File: src/rtl/mem_if_pkg.sv
// Shared types and byte-lane strobe constants for the load/store bus adapter.
package mem_if_pkg;

    typedef enum logic [1:0] {
        SZ_BYTE = 2'b00,
        SZ_HALF = 2'b01,
        SZ_WORD = 2'b10
    } mem_size_e;

    localparam logic [3:0] STRB_NONE = 4'b0000;
    localparam logic [3:0] STRB_BYTE = 4'b0001;
    localparam logic [3:0] STRB_HALF = 4'b0011;
    localparam logic [3:0] STRB_WORD = 4'b1111;

endpackage

File: src/rtl/mem_load_align.sv
// Right-justifies and zero-extends the lane(s) of a bus read word selected by size and offset.
module mem_load_align
    import mem_if_pkg::*;
(
    input  logic [31:0] rdata_i,
    input  logic [1:0]  size_i,
    input  logic [1:0]  off_i,
    output logic [31:0] rdata_o
);

    always_comb begin
        rdata_o = rdata_i;
        case (size_i)
            SZ_BYTE: begin
                case (off_i)
                    2'd0:    rdata_o = {24'b0, rdata_i[7:0]};
                    2'd1:    rdata_o = {24'b0, rdata_i[15:8]};
                    2'd2:    rdata_o = {24'b0, rdata_i[23:16]};
                    default: rdata_o = {24'b0, rdata_i[31:24]};
                endcase
            end
            SZ_HALF: rdata_o = off_i[1] ? {16'b0, rdata_i[31:16]} : {16'b0, rdata_i[15:0]};
            default: rdata_o = rdata_i;
        endcase
    end

endmodule

File: src/rtl/mem_iface.sv
// Core-to-bus load/store adapter: word-aligned address, lane strobes, replicated store data.
// MEM_IF_MISALIGN_CHECK_EN adds misalignment rejection and the sticky mem_err_o flag.
module mem_iface
    import mem_if_pkg::*;
(
    input  logic        clk_i,
    input  logic        rst_n_i,
    input  logic        mem_req_i,
    input  logic        mem_we_i,
    input  logic [31:0] mem_addr_i,
    input  logic [31:0] mem_wdata_i,
    input  logic [1:0]  mem_size_i,
    output logic [31:0] mem_rdata_o,
    output logic        mem_ready_o,
    output logic        mem_valid_o,
    output logic        mem_write_o,
    output logic [31:0] mem_addr_o,
    output logic [31:0] mem_wdata_o,
    output logic [3:0]  mem_wstrb_o,
`ifdef MEM_IF_MISALIGN_CHECK_EN
    output logic        mem_err_o,
`endif
    input  logic [31:0] mem_rdata_i,
    input  logic        mem_ready_i
);

    logic [1:0] off;
    logic [3:0] strb;
    logic       misaligned;
    logic       req_ok;

    assign off        = mem_addr_i[1:0];
    assign mem_addr_o = {mem_addr_i[31:2], 2'b00};

    always_comb begin
        strb        = STRB_WORD;
        mem_wdata_o = mem_wdata_i;
        case (mem_size_i)
            SZ_BYTE: begin
                strb        = STRB_BYTE << off;
                mem_wdata_o = {4{mem_wdata_i[7:0]}};
            end
            SZ_HALF: begin
                strb        = STRB_HALF << {off[1], 1'b0};
                mem_wdata_o = {2{mem_wdata_i[15:0]}};
            end
            default: ;
        endcase
    end

`ifdef MEM_IF_MISALIGN_CHECK_EN
    assign misaligned = ((mem_size_i == SZ_HALF) && off[0]) || (mem_size_i[1] && (off != 2'b00));
`else
    assign misaligned = 1'b0;
`endif

    // A misaligned request never reaches the bus but completes immediately toward the core.
    assign req_ok      = rst_n_i & mem_req_i & ~misaligned;
    assign mem_valid_o = req_ok;
    assign mem_write_o = req_ok & mem_we_i;
    assign mem_wstrb_o = mem_write_o ? strb : STRB_NONE;
    assign mem_ready_o = rst_n_i & mem_req_i & (mem_ready_i | misaligned);

    mem_load_align u_load_align (
        .rdata_i (mem_rdata_i),
        .size_i  (mem_size_i),
        .off_i   (off),
        .rdata_o (mem_rdata_o)
    );

`ifdef MEM_IF_MISALIGN_CHECK_EN
    logic err_d;
    logic err_q;

    always_comb begin
        err_d = err_q;
        if (mem_req_i && misaligned) begin
            err_d = 1'b1;
        end else if (mem_req_i && mem_ready_i) begin
            err_d = 1'b0;
        end
    end

    always_ff @(posedge clk_i or negedge rst_n_i) begin
        if (!rst_n_i) begin
            err_q <= 1'b0;
        end else begin
            err_q <= err_d;
        end
    end

    assign mem_err_o = err_q;
`else
    logic unused_clk;
    assign unused_clk = clk_i;
`endif

endmodule

File: config.mk
export PLATFORM = sky130hd
export DESIGN_NAME = mem_iface
export DESIGN_NICKNAME = d
export VERILOG_FILES = /design/src/rtl/mem_if_pkg.sv /design/src/rtl/mem_load_align.sv /design/src/rtl/mem_iface.sv
export SDC_FILE = /design/constraint.sdc
export NUM_CORES = 1
export LEC_CHECK = 0
export CELL_PAD_IN_SITES_DETAIL_PLACEMENT = 0
export CELL_PAD_IN_SITES_GLOBAL_PLACEMENT = 1
export CORE_MARGIN = 2
export CORE_UTILIZATION = 14
export DETAILED_ROUTE_END_ITERATION = 10
export MAX_ROUTING_LAYER = met4
export PLACE_DENSITY_LB_ADDON = 0.08
export SLEW_MARGIN = 0
export SYNTH_ARGS = -nofsm -noshare
export SYNTH_HDL_FRONTEND = slang
export SYNTH_SLANG_ARGS = --single-unit
File: constraint.sdc
create_clock -name vclk -period 1.29
set_input_delay 0.1935 -clock vclk [all_inputs]
set_output_delay 0.1935 -clock vclk [all_outputs]
set_load 0.005 [all_outputs]
Word level (Yosys, flattened, before mapping). Cells that the tools add are included.

Flip-flop bits (word level): 0. Input port bits: 103. Output and inout bits: 103.

Eq/ne operators: 3. Shift operators: 2. Mux-type cells: 6. Bitwise logic cells: 3. Reductions and logical operators: 2.

Operators with widths (number): $pmux W32 S2 (2); $pmux W8 S3 (1); $mux W16 (1); $pmux W4 S2 (1); $eq A2 B1 Y1 const B (2); $logic_not A2 Y1 (2); $mux W4 (1); $shl A1 B2 Y4 const A (1); $shl A2 B2 Y4 const A (1); $and A1 B1 Y1 (3); $eq A2 B2 Y1 const B (1).

Longest topological paths before layout.
Depth after elaboration: 3. Gate-level depth with buffers: 5. Mapped depth without buffers: 3.

Modules after synthesis. From an unflattened synthesis, not the netlist that was laid out.

Cell total of the unflattened synthesis: 202. Area, all modules: 1331.3 um^2.

Modules (own cells, without submodules): mem_iface (times used 1, cells each 101, area each 764.5 um^2, seq. area each 0.0 um^2); mem_load_align (times used 1, cells each 101, area each 566.8 um^2, seq. area each 0.0 um^2).

Worst setup path after synthesis. OpenSTA, ideal clock, no wires.

Path kind: input to output. Start: input mem_addr_i[1]. End: output mem_rdata_o[0]. Data arrival time: 1.006 ns. Required time: 1.097 ns. Path slack: 0.090 ns. Stages: 4. Path through: buf_6 > mux4_1 > nor2_1 > a311oi_1.

Word-level cells in the longest chain between the ends: 3. Elaborated cells on any way between the ends: 6. Classes of those cells: 2 x eq/ne; 3 x mux; 1 x reduce/logical.

Ends and longest elaborated chain: start: declaration (RTL line mem_iface.sv:10) `input logic [31:0] mem_addr_i,`; $eq A2 B2 Y1 (tied with other cells) (RTL line mem_load_align.sv:15) `case (off_i)`; $pmux W8 S3 (RTL line mem_load_align.sv:15); $pmux W32 S2 * (RTL line mem_load_align.sv:13) `case (size_i)`; end: declaration (RTL line mem_iface.sv:13) `output logic [31:0] mem_rdata_o,`.

Every way passes the cells marked *; elsewhere a longest branch is shown, timed or not.

Worst setup path in the final report.
Start: input mem_addr_i[1]. End: output mem_rdata_o[4].

The elaborated chain is that of the path after synthesis.

==> impl_metrics.ini <==
[place]
place_congestion = 0.7686
dp_hpwl_um = 5604
numPortBuffers = 143
placed_cells = 487
dp_slack_ps = -984.2
dpl-instance-area_mm2 = 0.003120

[timing]
max_freq_mhz = 678.4
finalCritPeriodShare_pct = 114.3
rsz0062_at_grt = true
hold_slack_ps = 387.0
fin_setup_tns_ps = -1455
hold_violations = 0
slew_violations = 0
setup_ws_ps = -184.1
finalSetupViolCount = 18
min_period_ps = 1474

[final_layout]
multiInputGateArea_mm2 = 0.001065
mostFrequentLayoutCell = buf_4
area_growth_syn_to_layout_pct = 133.5
n_clock_buffer = 0
seq_area_um2 = 0
nFillCells = 1110
diodes = 0
fin_util_pct = 33.47
n_sequential_cell = 0
drive_gt1_share_pct = 47.63
final_cell_mix = 60 x buf_4, 49 x dlygate4sd2_1, 36 x buf_2, 32 x clkdlybuf4s50_1, 25 x nand2_1
fin_cells = 513
final_cell_area_mm2 = 0.003257
nets = 485

[drt]
met3_length_um = 564
wl_met2_um = 3342
antenna_left = 0
wl_per_cell_um = 14.17
wl_met1_um = 3314
vias = 2105
avgViaCountPerCell = 4.103
drc = 0
drt_wl_total_um = 7268
drt_iter0_drc = 44
top_layer = met4
drt-pass1-iter-count = 4

[run_status]
violations = negative setup slack
status = finished with violations

[power_and_ir_drop]
p_leak_nw = 1.675
switching_share_pct = 38.09
fin_total_pwr_mw = 1.066
powerDensity_mw_per_mm2 = 327.4
clockPowerShare_pct = 0
p_int_mw = 0.6601
switchingPower_mw = 0.4061
p_comb_share_pct = 100.0
peakVddDrop_mv = 0.1017
pwr-share-seq_pct = 0

[global_route]
grt_pass1_wl_um = 11600
grt_usage_pct = 13.31
grt.overflow.total = 0
grt_max_degree = 12
antenna_found_initial = 0
grt_pass1_vias = 2183

[min_path]
hold_path.startpoint = mem_addr_i[12]
holdCritPathClass = in -> out

[yosys]
synth_area_mm2 = 0.001395
yosysSeqAreaShare_pct = 0
synth_top_area_share_pct = 22.06
synth_area_leaders = buf_4 22%, a22o_1 10%, nand2_1 8.9%
postSynthAreaPerCell_um2 = 6.805
yosys_warnings = 0
yosysUniqueCellTypes = 24
syn_inst = 205
yosysTopAreaCell = buf_4

[flow_run]
drv_cap = 0

[floorplan]
dieWidth_um = 103.8
io_pins = 206
fp.coreArea_mm2 = 0.009729
rows = 36
start_util_pct = 14.34
die_y_um = 103.8
die_area_mm2 = 0.01078

[critical_path]
crit_end = mem_rdata_o[4]
endpoint_kind = output pin
path_class = in -> out
worstSetupStartpoint = mem_addr_i[1]
cp_max_fo = 7
critPathArrivalTime_ps = 1280
crit_required_ps = 1100
start_kind = input pin
synthesized netlist by cell type:
library cell  count
and2_1            9
inv_1             9
or2_1             1
o21ai_0          10
buf_6             1
inv_2             1
clkbuf_1          7
conb_1            1
a311oi_1          8
mux2_2            8
mux2i_1           8
buf_2             6
a22o_1           16
nand2_1          33
a21oi_1          12
nor2_1           19
clkinv_1          1
nor2b_1           2
mux4_2            5
buf_1             1
mux4_1            3
nand2b_1          2
and3_1            1
buf_4            41
repair_timing:
| item | in CTS | in global routing |
|---|---|---|
| pin swaps | 24 | 25 |
| setup endpoints to repair | 71 | 38 |
| resized for setup | 293 | 46 |
| cloned | 4 | 0 |
| hold buffers | 0 | 0 |
| endpoints found under the hold margin | 0 | 0 |
| buffers inserted | 20 | 5 |
layout make-up:
type	count	area share (%)
Inverter	11	1.498
Tap cell	133	5.110
Timing Repair Buffer	229	60.58
Timing Repair inverter	1	0.1153
Multi-Input combinational cell	139	32.69
worst min path at each step:
stage	cells after the start	end	slack, ps
2_1_floorplan	1	mem_addr_o[10]	470
3_3_place_gp	0	mem_addr_o[13]	390
3_5_place_dp	0	mem_addr_o[13]	390
4_1_cts	0	mem_addr_o[13]	390
5_1_grt	0	mem_addr_o[22]	390
6_report	0	mem_addr_o[12]	390
cell families after synthesis:
family                 Yosys count  synth area share [%]
buffers and inverters           67                 30.13
AND/OR/NAND/NOR                 67                 20.72
AO/OA/AOI/OAI                   46                 22.96
multiplexers                    24                 25.92
other                            1                0.2688
power by group through the flow:
stage / clock, mW / sequential, mW / combinational [mW]
3_3_place_gp: 0 / 0 / 1.09
5_1_grt: 0 / 0 / 1.16
4_1_cts: 0 / 0 / 1.08
6_report: 0 / 0 / 1.07
2_1_floorplan: 0 / 0 / 0.419
3_5_place_dp: 0 / 0 / 1.09
per-layer routing:
layer  up-vias  GRT usage [%]
met5         -              -
li1       1025              -
met3         8          2.706
met1       955          17.22
met2       117          22.23
met4         0          1.351
worst max-delay path: stages:
cell      delay [ps]
buf_8             90
buf_12           120
buf_6            100
mux4_2           470
nor2_1           110
a311oi_1          50
buf_2            150
No activity file was read; power rests on OpenSTA's default activity.
